[src/rtl/if_fetch_sequencer.sv]
// Instruction-fetch sequencer: owns the PC and issues one outstanding fetch at a time.
// Redirects may cancel the in-flight response; out-of-window or misaligned targets stop fetching until reset.
module if_fetch_sequencer #(
  parameter int unsigned         XLEN         = 32,
  parameter logic [XLEN-1:0]     IF_INC       = XLEN'(4),
  parameter logic [XLEN-1:0]     IF_BASE_ADDR = XLEN'(32'h1000_0000),
  parameter logic [XLEN-1:0]     IF_MAX_ADDR  = XLEN'(32'h1000_3FFF)
) (
  input  logic            clk,
  input  logic            rst,
  input  logic            enable,
  input  logic            stall,
  input  logic            redirect_valid,
  input  logic [XLEN-1:0] redirect_addr,
  output logic            req_valid,
  output logic [XLEN-1:0] req_addr,
  input  logic            req_ready,
  input  logic            rsp_valid,
  output logic            pc_valid,
  output logic [XLEN-1:0] pc_o,
  output logic            fault,
  output logic [XLEN-1:0] fault_addr
);

  localparam logic [XLEN-1:0] LAST_ADDR = IF_MAX_ADDR - XLEN'(3);

  typedef enum logic [1:0] {S_IDLE, S_REQ, S_WAIT, S_FAULT} state_e;

  state_e          state_q, state_d;
  logic [XLEN-1:0] pc_q, pc_d;
  logic [XLEN-1:0] issued_pc_q, issued_pc_d;
  logic            drop_q, drop_d;
  logic            req_valid_q;
  logic            pc_valid_q, pc_valid_d;
  logic [XLEN-1:0] pc_o_q, pc_o_d;
  logic            fault_q;
  logic [XLEN-1:0] fault_addr_q, fault_addr_d;

  logic            issue_ok;
  logic            redir_legal;
  logic [XLEN-1:0] step_addr;

  assign issue_ok    = enable && !stall;
  assign redir_legal = (redirect_addr >= IF_BASE_ADDR) && (redirect_addr <= LAST_ADDR)
                       && (redirect_addr[1:0] == 2'b00);
  assign step_addr   = issued_pc_q + IF_INC;

  always_comb begin
    state_d      = state_q;
    pc_d         = pc_q;
    issued_pc_d  = issued_pc_q;
    drop_d       = drop_q;
    pc_valid_d   = 1'b0;
    pc_o_d       = pc_o_q;
    fault_addr_d = fault_addr_q;

    case (state_q)
      S_IDLE: begin
        if (issue_ok) state_d = S_REQ;
      end
      S_REQ: begin
        if (req_ready) begin
          issued_pc_d = pc_q;
          state_d     = S_WAIT;
        end
      end
      S_WAIT: begin
        if (rsp_valid) begin
          state_d = issue_ok ? S_REQ : S_IDLE;
          // A redirect arriving with the response supersedes it, same as a pending drop.
          if (drop_q || redirect_valid) begin
            drop_d = 1'b0;
          end else begin
            pc_valid_d = 1'b1;
            pc_o_d     = issued_pc_q;
            if (step_addr > LAST_ADDR) begin
              state_d      = S_FAULT;
              fault_addr_d = step_addr;
            end else begin
              pc_d = step_addr;
            end
          end
        end
      end
      default: ;
    endcase

    if (redirect_valid && state_q != S_FAULT) begin
      if (!redir_legal) begin
        state_d      = S_FAULT;
        fault_addr_d = redirect_addr;
      end else begin
        pc_d = redirect_addr;
        // Mark the response of a request already accepted (this cycle or earlier) for discard.
        if ((state_q == S_REQ && req_ready) || (state_q == S_WAIT && !rsp_valid))
          drop_d = 1'b1;
      end
    end
  end

  always_ff @(posedge clk) begin
    if (rst) begin
      state_q      <= S_IDLE;
      pc_q         <= IF_BASE_ADDR;
      issued_pc_q  <= IF_BASE_ADDR;
      drop_q       <= 1'b0;
      req_valid_q  <= 1'b0;
      pc_valid_q   <= 1'b0;
      pc_o_q       <= IF_BASE_ADDR;
      fault_q      <= 1'b0;
      fault_addr_q <= '0;
    end else begin
      state_q      <= state_d;
      pc_q         <= pc_d;
      issued_pc_q  <= issued_pc_d;
      drop_q       <= drop_d;
      req_valid_q  <= (state_d == S_REQ);
      pc_valid_q   <= pc_valid_d;
      pc_o_q       <= pc_o_d;
      fault_q      <= (state_d == S_FAULT);
      fault_addr_q <= fault_addr_d;
    end
  end

  assign req_valid  = req_valid_q;
  assign req_addr   = pc_q;
  assign pc_valid   = pc_valid_q;
  assign pc_o       = pc_o_q;
  assign fault      = fault_q;
  assign fault_addr = fault_addr_q;

endmodule

[config.mk]
export PLATFORM = sky130hd
export DESIGN_NAME = if_fetch_sequencer
export DESIGN_NICKNAME = d
export VERILOG_FILES = /design/src/rtl/if_fetch_sequencer.sv
export SDC_FILE = /design/constraint.sdc
export NUM_CORES = 1
export LEC_CHECK = 0
export CORE_UTILIZATION = 40
export DETAILED_ROUTE_END_ITERATION = 10
export DONT_BUFFER_PORTS = 1
export PLACE_DENSITY = 0.51
export SYNTH_ARGS = -nofsm -noshare
export SYNTH_HDL_FRONTEND = slang
export SYNTH_SLANG_ARGS = --single-unit
[constraint.sdc]
create_clock -name clk -period 4.3 [get_ports clk]
set_input_delay 1.29 -clock clk [delete_from_list [all_inputs] [get_ports clk]]
set_output_delay 1.29 -clock clk [all_outputs]
set_load 0.03 [all_outputs]
==> results of run 1 <==
[metrics by stage]
stage,setup slack (ns),std cells,area (um^2)
2_1_floorplan,1.109,801,6296
3_3_place_gp,0.8221,957,6389
3_5_place_dp,0.7518,957,6389
4_1_cts,0.7296,989,7078
5_1_grt,0.4651,989,7078
6_report,0.7075,989,7078
[area by class of cell]
type | count | area, um^2 | area share
multi-input combinational | 586 | 3273 | 0.4624
clock inverter | 11 | 219.0 | 0.03094
sequential | 134 | 2683 | 0.3790
clock buffer | 21 | 470.5 | 0.06647
tap | 211 | 264.0 | 0.03730
inverter | 7 | 26.28 | 0.003712
timing repair buffer | 19 | 142.6 | 0.02015
[layout by cell type (no fill, tap or decap), drive strengths merged, types with 14 or more instances in the layout]
cell type  synthesis  layout
clkbuf            51      21
nand2            184     184
a21oi            110     110
nor2              32      32
buf               23      19
nand3             23      23
nor3              43      43
o31ai             17      17
xnor2             24      24
o21ai             14      14
dfxtp            134     134
[cell usage after synthesis, drive strengths merged, types with 6 or more instances]
library cell / n / area, um^2
nor4: 10 / 98.84
o31ai: 17 / 127.6
xnor2: 24 / 210.2
buf: 23 / 125.1
nand3: 23 / 120.1
o311ai: 6 / 52.55
a221o: 12 / 120.1
dfxtp: 134 / 2683
nor2: 32 / 120.1
and3: 12 / 75.07
nor3: 43 / 220.2
inv: 6 / 22.52
a21oi: 110 / 550.5
clkbuf: 51 / 191.4
o21ai: 14 / 73.82
nand2: 184 / 690.7
a211oi: 11 / 82.58
a31oi: 8 / 50.05
xor2: 11 / 96.34
nand4: 13 / 111.4
[power breakdown]
group / switching (W) / leakage [nW] / internal, W / total [W]
clock network: 0.000563 / 0.322 / 0.00114 / 0.00170
registers: 0.0000885 / 1.09 / 0.00127 / 0.00136
logic: 0.000118 / 0.997 / 0.0000530 / 0.000171
total: 0.000770 / 2.41 / 0.00246 / 0.00323
[per-layer routing]
metal	up-vias	global-route usage	routed length, um
li1	2763	-	-
met5	-	0	0
met4	0	0.1169	648
met3	39	0.05863	1369
met1	2753	0.3171	8542
met2	213	0.4153	9659
[worst min-delay path by stage]
stage / startpoint / end / slack [ns]
CTS: drop_q / drop_q / 0.53
global route: drop_q / drop_q / 0.57
global placement: drop_q / drop_q / 0.49
finish: drop_q / drop_q / 0.53
detailed placement: drop_q / drop_q / 0.53
floorplan: issued_pc_q[1] / pc_o[1] / 0.47
[logic make-up after synthesis]
logic type / count (synthesis) / synth area share
compound gates: 207 / 0.2091
flops: 134 / 0.4261
fa+ha+maj: 2 / 0.003974
simple gates: 340 / 0.2546
xor+xnor: 35 / 0.04869
mux: 2 / 0.003180
buf+inv: 81 / 0.05445
[flip-flops by register name (all words and copies together), names as in the netlist]
| register | flops |
|---|---|
| fault_addr | 32 |
| issued_pc_q | 32 |
| pc_o | 32 |
| req_addr | 32 |
| state_q | 2 |
| drop_q | 1 |
| fault | 1 |
| pc_valid | 1 |
| req_valid | 1 |
[worst reg2reg max path: stages (launching register included)]
cell and delay (ns):
dfxtp_1 0.43, ha_1 0.28, nand4_1 0.22, nor4_4 0.38, and3_1 0.29, and3_1 0.19, xor2_1 0.40, o21ai_1 0.14
nor2_1 0.89, a221o_1 0.32
==> impl_metrics.prom, run 1 <==
# TYPE chip_impl_metric gauge
chip_impl_info{name="run_status",value="complete, no violations"} 1
chip_impl_metric{name="critical_path_required",unit="ns"} 4.66
chip_impl_info{name="yosys_most_used_dff",value="dfxtp_1"} 1
chip_impl_metric{name="slew_headroom",unit=""} 0.2239
chip_impl_metric{name="slew_violations",unit=""} 0
chip_impl_metric{name="first_pass_grt_wire_length",unit="um"} 31260
chip_impl_info{name="critPathCaptureType",value="register"} 1
chip_impl_info{name="timing.critical_path.from",value="issued_pc_q[3]"} 1
chip_impl_metric{name="drt_drc_violations_left",unit=""} 0
chip_impl_metric{name="power",unit="W"} 0.003234
chip_impl_metric{name="critical_path_depth",unit=""} 9
chip_impl_metric{name="dieArea",unit="mm^2"} 0.01625
chip_impl_metric{name="finalWorstPathRequiredPeriod",unit="ns"} 3.592
chip_impl_metric{name="drive_gt1_frac",unit=""} 0.08226
chip_impl_metric{name="static-leakage-power",unit="nW"} 2.407
chip_impl_metric{name="grt.total_usage",unit=""} 0.2539
chip_impl_metric{name="die_width",unit="um"} 127.5
chip_impl_metric{name="routed-via-count",unit=""} 5768
chip_impl_metric{name="syn-num-nets",unit=""} 842
chip_impl_metric{name="count_of_flip_flops_with_a_built_in_enable_after_synthesis",unit=""} 0
chip_impl_metric{name="floorplan.initialDensity",unit=""} 0.4126
chip_impl_metric{name="final_weighted_congestion_in_routability_driven_placement",unit=""} 0.8856
chip_impl_metric{name="max_slew.worst_pin.slew",unit="ns"} 1.160
chip_impl_info{name="rr_startpoint",value="issued_pc_q[3]"} 1
chip_impl_metric{name="path_max_fanout",unit=""} 14
chip_impl_info{name="worst_r2r_endpoint",value="fault_addr[11]"} 1
chip_impl_metric{name="tritoncts.num_buffers",unit=""} 17
chip_impl_metric{name="std_cell_rows",unit=""} 45
chip_impl_metric{name="cp.arrival",unit="ns"} 3.96
chip_impl_metric{name="clkSinkCount",unit=""} 134
chip_impl_metric{name="clock_edge_transition_at_the_registers_on_the_reported_setup_and_hold_paths",unit="ns"} 0.06
chip_impl_metric{name="clk_latency",unit="ns"} 0.42
chip_impl_info{name="hold_path.class",value="register to register"} 1
chip_impl_metric{name="core_area",unit="mm^2"} 0.01526
chip_impl_metric{name="fill_cells",unit=""} 1537
chip_impl_metric{name="vias_per_cell",unit=""} 5.832
chip_impl_metric{name="die_h",unit="um"} 127.5
chip_impl_info{name="cpMostUsedCell",value="and3_1"} 1
chip_impl_metric{name="worst_voltage_drop_across_the_vdd_grid",unit="uV"} 282.7
chip_impl_metric{name="routed_wirelength",unit="um"} 20220
chip_impl_metric{name="postSynth.asyncResetShare",unit=""} 0
chip_impl_metric{name="drt_iter0_markers",unit=""} 450
chip_impl_info{name="critPathKind",value="register to register"} 1
chip_impl_info{name="cp_startpoint_kind",value="register"} 1
chip_impl_metric{name="post_synth.cell_area_avg",unit="um^2"} 7.860
chip_impl_metric{name="routed_wirelength_normalized_by_instance_count",unit="um"} 20.44
chip_impl_metric{name="postSynthRegisterBits",unit=""} 134
chip_impl_metric{name="cp.buffers_inverters",unit=""} 0
chip_impl_metric{name="largest_net_degree_at_the_start_of_global_routing",unit=""} 88
chip_impl_metric{name="drt_first_pass_iters",unit=""} 5
chip_impl_metric{name="post_cts.repair.setup_buffers",unit=""} 0
chip_impl_metric{name="cts.htree.levels",unit=""} 4
chip_impl_metric{name="area_delta_synth_final",unit="%"} 12.42
chip_impl_metric{name="final-setup-viol-count",unit=""} 0
chip_impl_metric{name="fin_worst_skew",unit="ns"} 0.008834
chip_impl_metric{name="number_of_global_route_vias_before_repair",unit=""} 5439
chip_impl_metric{name="antenna_violating_nets_post_route",unit=""} 0
chip_impl_metric{name="dp_hpwl",unit="um"} 14410
chip_impl_info{name="cpLargestDelayFamily",value="simple AND/OR/NAND/NOR gates"} 1
chip_impl_metric{name="seq_area_frac_synth",unit=""} 0.4261
chip_impl_metric{name="synthesis.area",unit="mm^2"} 0.006296
chip_impl_metric{name="number_of_cells_upsized_or_downsized_after_cts",unit=""} 0
chip_impl_info{name="setup.worst_path.end",value="fault_addr[11]"} 1
chip_impl_metric{name="synth_warnings",unit=""} 0
chip_impl_metric{name="cpPeakStageDelay",unit="ns"} 0.89
chip_impl_metric{name="global_route.overflow_total",unit=""} 0
chip_impl_metric{name="ctsLongestPathBuffers",unit=""} 2
chip_impl_metric{name="io_pins",unit=""} 138
chip_impl_metric{name="final_stage_net_count",unit=""} 806
chip_impl_metric{name="min_period_over_period",unit=""} 0.8355
chip_impl_metric{name="max_freq",unit="MHz"} 278.4
chip_impl_info{name="critPathSlowestCell",value="nor2_1"} 1
chip_impl_metric{name="post-route-util",unit=""} 0.4639
chip_impl_metric{name="pwr_density_cell",unit="mW/mm^2"} 456.9
chip_impl_metric{name="min_path_cells",unit=""} 2
chip_impl_info{name="grt_setup_unrepaired",value="false"} 1
chip_impl_metric{name="hold-worst-slack",unit="ns"} 0.5346
chip_impl_metric{name="synth.lib_cells_used.distinct",unit=""} 55
chip_impl_metric{name="number_of_antenna_violations_at_the_first_check_in_global_routing",unit=""} 0
chip_impl_metric{name="max_cap_violations",unit=""} 0
chip_impl_metric{name="worst-r2r-cell-count",unit=""} 9
chip_impl_metric{name="setup_total_negative_slack",unit="ns"} 0
chip_impl_metric{name="insertedDiodeCount",unit=""} 0
chip_impl_info{name="critical_path.cell_chain",value="ha_1, nand4_1, nor4_4, and3_1, and3_1, xor2_1, o21ai_1, nor2_1, a221o_1"} 1
chip_impl_info{name="cts_root_buf",value="clkbuf_16"} 1
chip_impl_metric{name="hold_violations",unit=""} 0
chip_impl_metric{name="cts_hold_repair.buffers",unit=""} 0
chip_impl_info{name="tritoncts",value="built"} 1
chip_impl_metric{name="timing.reg2reg.setup_slack",unit="ns"} 0.71
chip_impl_metric{name="io_buffers",unit=""} 0
chip_impl_metric{name="post_synth_inst_count",unit=""} 801
No activity file was read; power rests on OpenSTA's default activity.
==> run 2: changes to the inputs <==
==> constraint.sdc (replaced) <==
create_clock -name clk -period 3.5 [get_ports clk]
set_input_delay 1.05 -clock clk [delete_from_list [all_inputs] [get_ports clk]]
set_output_delay 1.05 -clock clk [all_outputs]
set_load 0.03 [all_outputs]
==> impl_metrics.prom, run 2 (same netlist as run 1, synthesis figures left out) <==
# TYPE chip_impl_metric gauge
chip_impl_info{name="run_status",value="complete, no violations"} 1
chip_impl_metric{name="cp.arrival",unit="ns"} 3.66
chip_impl_metric{name="static-leakage-power",unit="nW"} 2.537
chip_impl_metric{name="pwr_density_cell",unit="mW/mm^2"} 549.6
chip_impl_metric{name="area_delta_synth_final",unit="%"} 15.26
chip_impl_metric{name="drt_iter0_markers",unit=""} 348
chip_impl_metric{name="die_h",unit="um"} 127.5
chip_impl_metric{name="fill_cells",unit=""} 1483
chip_impl_metric{name="max_slew.worst_pin.slew",unit="ns"} 1.215
chip_impl_metric{name="largest_net_degree_at_the_start_of_global_routing",unit=""} 88
chip_impl_metric{name="drt_drc_violations_left",unit=""} 0
chip_impl_metric{name="setup_total_negative_slack",unit="ns"} 0
chip_impl_metric{name="final_stage_net_count",unit=""} 828
chip_impl_metric{name="cp.buffers_inverters",unit=""} 0
chip_impl_metric{name="timing.reg2reg.setup_slack",unit="ns"} 0.16
chip_impl_metric{name="drt_first_pass_iters",unit=""} 5
chip_impl_metric{name="tritoncts.num_buffers",unit=""} 17
chip_impl_metric{name="setup_slack",unit="ns"} 0.1578
chip_impl_metric{name="first_pass_grt_wire_length",unit="um"} 33120
chip_impl_metric{name="max_cap_violations",unit=""} 0
chip_impl_metric{name="floorplan.initialDensity",unit=""} 0.4126
chip_impl_info{name="cp_startpoint_kind",value="register"} 1
chip_impl_metric{name="ctsLongestPathBuffers",unit=""} 2
chip_impl_metric{name="fin_worst_skew",unit="ns"} 0.008422
chip_impl_metric{name="hold_violations",unit=""} 0
chip_impl_metric{name="routed_wirelength_normalized_by_instance_count",unit="um"} 20.87
chip_impl_metric{name="antenna_violating_nets_post_route",unit=""} 0
chip_impl_metric{name="vias_per_cell",unit=""} 5.807
chip_impl_metric{name="io_pins",unit=""} 138
chip_impl_metric{name="number_of_antenna_violations_at_the_first_check_in_global_routing",unit=""} 0
chip_impl_info{name="critPathCaptureType",value="register"} 1
chip_impl_metric{name="cpPeakStageDelay",unit="ns"} 0.62
chip_impl_metric{name="routed_wirelength",unit="um"} 21120
chip_impl_metric{name="die_width",unit="um"} 127.5
chip_impl_metric{name="worst_voltage_drop_across_the_vdd_grid",unit="uV"} 350.7
chip_impl_info{name="cpLargestDelayFamily",value="simple AND/OR/NAND/NOR gates"} 1
chip_impl_metric{name="clock_edge_transition_at_the_registers_on_the_reported_setup_and_hold_paths",unit="ns"} 0.06
chip_impl_metric{name="post_cts.repair.setup_buffers",unit=""} 0
chip_impl_metric{name="final_weighted_congestion_in_routability_driven_placement",unit=""} 0.8748
chip_impl_metric{name="std_cell_rows",unit=""} 45
chip_impl_metric{name="routed-via-count",unit=""} 5877
chip_impl_metric{name="number_of_global_route_vias_before_repair",unit=""} 5733
chip_impl_metric{name="grt.total_usage",unit=""} 0.2696
chip_impl_metric{name="path_max_fanout",unit=""} 30
chip_impl_metric{name="global_route.overflow_total",unit=""} 0
chip_impl_metric{name="number_of_cells_upsized_or_downsized_after_cts",unit=""} 0
chip_impl_metric{name="slew_headroom",unit=""} 0.1868
chip_impl_info{name="cts_root_buf",value="clkbuf_16"} 1
chip_impl_metric{name="critical_path_required",unit="ns"} 3.82
chip_impl_metric{name="final-setup-viol-count",unit=""} 0
chip_impl_metric{name="finalWorstPathRequiredPeriod",unit="ns"} 3.342
chip_impl_metric{name="max_freq",unit="MHz"} 299.2
chip_impl_info{name="layout.cells.most_common",value="nand2_1"} 1
chip_impl_info{name="final_cell_mix",value="nand2_1 (184), dfxtp_1 (134), a21oi_1 (110), nor3_1 (42), buf_4 (40)"} 1
chip_impl_info{name="critical_path.cell_chain",value="ha_1, nand4_1, nor4_2, nand3_1, a21bo_1, or4_1, or3_4, a21o_1, a32o_1"} 1
chip_impl_metric{name="clk_latency",unit="ns"} 0.43
chip_impl_metric{name="dieArea",unit="mm^2"} 0.01625
chip_impl_metric{name="drive_gt1_frac",unit=""} 0.1088
chip_impl_metric{name="io_buffers",unit=""} 0
chip_impl_info{name="tritoncts",value="built"} 1
chip_impl_metric{name="min_period_over_period",unit=""} 0.9549
chip_impl_info{name="grt_setup_unrepaired",value="false"} 1
chip_impl_metric{name="clkSinkCount",unit=""} 134
chip_impl_info{name="hold_path.class",value="register to register"} 1
chip_impl_info{name="critPathSlowestCell",value="or4_1"} 1
chip_impl_metric{name="slew_violations",unit=""} 0
chip_impl_metric{name="dp_hpwl",unit="um"} 15370
chip_impl_info{name="critPathKind",value="register to register"} 1
chip_impl_metric{name="core_area",unit="mm^2"} 0.01526
chip_impl_metric{name="dpl_worst_slack",unit="ns"} 0.1672
chip_impl_metric{name="cts_hold_repair.buffers",unit=""} 0
chip_impl_metric{name="cts.htree.levels",unit=""} 4
chip_impl_metric{name="hold-worst-slack",unit="ns"} 0.5173
-- run 2: layer usage --
layer / track usage / routed length [um] / up-vias
li1: - / - / 2805
met1: 0.3359 / 9067 / 2829
met4: 0.1113 / 557 / 0
met2: 0.4536 / 10250 / 204
met3: 0.05444 / 1239 / 39
met5: 0 / 0 / -
-- run 2: where the power goes --
group / switching (W) / internal, W
combinational: 0.000153 / 0.0000766
clock: 0.000691 / 0.00139
sequential: 0.000108 / 0.00157
total: 0.000953 / 0.00304
-- run 2: worst paths after layout --
path                  start       endpoint  cells after the start
max          issued_pc_q[2]  fault_addr[5]                      9
min                  drop_q         drop_q                      2
max reg2reg  issued_pc_q[2]  fault_addr[5]                      9
min reg2reg          drop_q         drop_q                      2
-- run 2: worst min-delay path, cell delays in order (launching register included) --
cell and delay, ns:
dfxtp_1 0.32, nor2_1 0.10, a211oi_1 0.05
-- run 2: per-stage QoR --
stage          instance area, um^2  instances    util  total power [W]
3_5_place_dp                  6566        979  0.4303         0.001935
6_report                      7257       1012  0.4756         0.003989
3_3_place_gp                  6566        979  0.4303         0.001929
5_1_grt                       7254       1011  0.4754         0.004108
2_1_floorplan                 6296        801       -         0.001866
4_1_cts                       7254       1011  0.4754         0.004012
-- run 2: area by class of cell --
class	count	area, um^2	area share
Timing Repair Buffer	41	320.3	0.04414
Inverter	7	26.28	0.003621
Clock inverter	12	221.5	0.03052
Sequential cell	134	2683	0.3697
Tap cell	211	264.0	0.03638
Multi-Input combinational cell	586	3273	0.4510
Clock buffer	20	466.7	0.06431
Antenna cell	1	2.502	0.0003448
==> run 3: changes to the inputs <==
--- a/config.mk
+++ b/config.mk
@@ -5,10 +5,12 @@
 export SDC_FILE = /design/constraint.sdc
 export NUM_CORES = 1
 export LEC_CHECK = 0
+export CORE_ASPECT_RATIO = 0.8
 export CORE_UTILIZATION = 40
 export DETAILED_ROUTE_END_ITERATION = 10
 export DONT_BUFFER_PORTS = 1
 export PLACE_DENSITY = 0.51
+export SLEW_MARGIN = 20
 export SYNTH_ARGS = -nofsm -noshare
 export SYNTH_HDL_FRONTEND = slang
 export SYNTH_SLANG_ARGS = --single-unit
==> impl_metrics.prom, run 3 (same netlist as run 1, synthesis figures left out) <==
# TYPE chip_impl_metric gauge
chip_impl_metric{name="max_freq",unit="MHz"} 300.2
chip_impl_metric{name="max_cap_violations",unit=""} 0
chip_impl_metric{name="area_delta_synth_final",unit="%"} 12.98
chip_impl_metric{name="routed_wirelength",unit="um"} 20820
chip_impl_metric{name="ctsLongestPathBuffers",unit=""} 2
chip_impl_metric{name="routed_wirelength_normalized_by_instance_count",unit="um"} 20.74
chip_impl_info{name="rr_startpoint",value="issued_pc_q[3]"} 1
chip_impl_metric{name="io_pins",unit=""} 138
chip_impl_metric{name="post_cts.repair.setup_buffers",unit=""} 0
chip_impl_metric{name="worst_voltage_drop_across_the_vdd_grid",unit="uV"} 328.2
chip_impl_info{name="layout.cells.most_common",value="nand2_1"} 1
chip_impl_info{name="critPathSlowestCell",value="or4_1"} 1
chip_impl_info{name="hold_path.class",value="register to register"} 1
chip_impl_info{name="run_status",value="complete, no violations"} 1
chip_impl_metric{name="clock_edge_transition_at_the_registers_on_the_reported_setup_and_hold_paths",unit="ns"} 0.06
chip_impl_metric{name="pwr_density_cell",unit="mW/mm^2"} 517.7
chip_impl_metric{name="clk_latency",unit="ns"} 0.43
chip_impl_metric{name="slew_violations",unit=""} 0
chip_impl_metric{name="vias_per_cell",unit=""} 5.780
chip_impl_metric{name="std_cell_rows",unit=""} 40
chip_impl_info{name="worst_r2r_endpoint",value="fault_addr[5]"} 1
chip_impl_metric{name="antenna_violating_nets_post_route",unit=""} 0
chip_impl_metric{name="dieArea",unit="mm^2"} 0.01625
chip_impl_info{name="grt_setup_unrepaired",value="false"} 1
chip_impl_info{name="critPathCaptureType",value="register"} 1
chip_impl_info{name="cts_root_buf",value="clkbuf_16"} 1
chip_impl_metric{name="largest_net_degree_at_the_start_of_global_routing",unit=""} 88
chip_impl_metric{name="hold-worst-slack",unit="ns"} 0.5257
chip_impl_metric{name="final_stage_net_count",unit=""} 823
chip_impl_metric{name="floorplan.initialDensity",unit=""} 0.4138
chip_impl_metric{name="setup_total_negative_slack",unit="ns"} 0
chip_impl_info{name="critical_path.cell_chain",value="ha_1, nand4_1, nor4_2, nand3_1, a21bo_1, or4_1, or3_4, a21o_1, a32o_1"} 1
chip_impl_metric{name="finalWorstPathRequiredPeriod",unit="ns"} 3.331
chip_impl_info{name="tritoncts",value="built"} 1
chip_impl_metric{name="cts.htree.levels",unit=""} 4
chip_impl_metric{name="cp.arrival",unit="ns"} 3.65
chip_impl_metric{name="min_period_over_period",unit=""} 0.9518
chip_impl_metric{name="drive_gt1_frac",unit=""} 0.09950
chip_impl_metric{name="routed-via-count",unit=""} 5803
chip_impl_info{name="cpLargestDelayFamily",value="simple AND/OR/NAND/NOR gates"} 1
chip_impl_metric{name="cts_hold_repair.buffers",unit=""} 0
chip_impl_info{name="min_to",value="issued_pc_q[31]"} 1
chip_impl_info{name="critPathKind",value="register to register"} 1
chip_impl_metric{name="setup_slack",unit="ns"} 0.1686
chip_impl_metric{name="global_route.overflow_total",unit=""} 0
chip_impl_metric{name="slew_headroom",unit=""} 0.4295
chip_impl_metric{name="fin_worst_skew",unit="ns"} 0.009003
chip_impl_metric{name="drt_first_pass_iters",unit=""} 5
chip_impl_metric{name="first_pass_grt_wire_length",unit="um"} 32110
chip_impl_metric{name="die_h",unit="um"} 114.2
chip_impl_metric{name="static-leakage-power",unit="nW"} 2.453
chip_impl_info{name="timing.critical_path.from",value="issued_pc_q[3]"} 1
chip_impl_metric{name="dpl_worst_slack",unit="ns"} 0.1959
chip_impl_metric{name="post-route-util",unit=""} 0.4675
chip_impl_metric{name="cpPeakStageDelay",unit="ns"} 0.62
chip_impl_metric{name="io_buffers",unit=""} 0
chip_impl_metric{name="min_path_cells",unit=""} 2
chip_impl_info{name="cp_startpoint_kind",value="register"} 1
chip_impl_metric{name="hold_violations",unit=""} 0
chip_impl_metric{name="timing.reg2reg.setup_slack",unit="ns"} 0.17
chip_impl_metric{name="max_slew.worst_pin.slew",unit="ns"} 0.8557
chip_impl_metric{name="number_of_cells_upsized_or_downsized_after_cts",unit=""} 0
chip_impl_metric{name="clkSinkCount",unit=""} 134
chip_impl_info{name="min-delay-start",value="issued_pc_q[31]"} 1
chip_impl_metric{name="critical_path_required",unit="ns"} 3.81
chip_impl_metric{name="path_max_fanout",unit=""} 30
chip_impl_metric{name="cp.buffers_inverters",unit=""} 0
chip_impl_metric{name="drt_drc_violations_left",unit=""} 0
chip_impl_metric{name="dp_hpwl",unit="um"} 15130
chip_impl_metric{name="number_of_global_route_vias_before_repair",unit=""} 5488
chip_impl_metric{name="final_weighted_congestion_in_routability_driven_placement",unit=""} 0.8613
chip_impl_metric{name="die_width",unit="um"} 142.3
chip_impl_metric{name="tritoncts.num_buffers",unit=""} 17
chip_impl_metric{name="insertedDiodeCount",unit=""} 0
chip_impl_metric{name="core_area",unit="mm^2"} 0.01521
chip_impl_metric{name="final-setup-viol-count",unit=""} 0
chip_impl_metric{name="drt_iter0_markers",unit=""} 382
chip_impl_metric{name="number_of_antenna_violations_at_the_first_check_in_global_routing",unit=""} 0
chip_impl_metric{name="grt.total_usage",unit=""} 0.2639
chip_impl_info{name="final_cell_mix",value="nand2_1 (184), dfxtp_1 (134), a21oi_1 (110), nor3_1 (42), buf_4 (35)"} 1
chip_impl_metric{name="worst-r2r-cell-count",unit=""} 9
[run 3: cell types whose count changed in the layout (fill, tap and decap cells not counted)]
cell	previous run	this run
buf_4	40	35
bufinv_16	6	2
clkinvlp_4	0	3
clkbuf_1	0	2
clkinv_4	2	0
clkbuf_8	3	4
diode_2	1	0
inv_6	1	0
[run 3: metrics by stage]
step           cells  total power, W  instance area, um^2
6_report        1004        0.003682                 7113
5_1_grt         1004        0.003811                 7113
4_1_cts         1004        0.003718                 7113
3_5_place_dp     973        0.001928                 6528
3_3_place_gp     973        0.001923                 6528
2_1_floorplan    801        0.001866                 6296
[run 3: where the power goes]
group | switching [W] | total [W] | internal [W]
clock | 0.000670 | 0.00179 | 0.00112
sequential | 0.000109 | 0.00167 | 0.00157
combinational | 0.000150 | 0.000222 | 0.0000723
[run 3: worst register-to-register path, cell delays in order, from the launching register on]
cell     delay, ns
dfxtp_1       0.34
ha_1          0.24
nand4_1       0.23
nor4_2        0.43
nand3_1       0.13
a21bo_1       0.20
or4_1         0.62
or3_4         0.58
a21o_1        0.22
a32o_1        0.23
[run 3: worst max path at each step]
stage,to,cells past startpoint
after floorplan,fault_addr[30],11
after CTS,fault_addr[5],9
after detailed placement,fault_addr[5],8
after global routing,fault_addr[5],8
after global placement,fault_addr[30],9
final,fault_addr[5],9
[run 3: final cells by class]
type	instances	area, um^2
inverters	7	26.28
well taps	210	262.8
clock inverters	8	97.59
flip-flops and latches	134	2683
repair buffers	36	282.8
fillers	1552	8102
multi-input cells	586	3273
clock buffers	23	488.0
[run 3: metal layers]
metal | up-vias | wire (um) | global-route usage
met5 | - | 0 | 0
met2 | 200 | 9360 | 0.4039
li1 | 2796 | - | -
met4 | 0 | 518 | 0.1090
met1 | 2772 | 9319 | 0.3432
met3 | 35 | 1623 | 0.08365
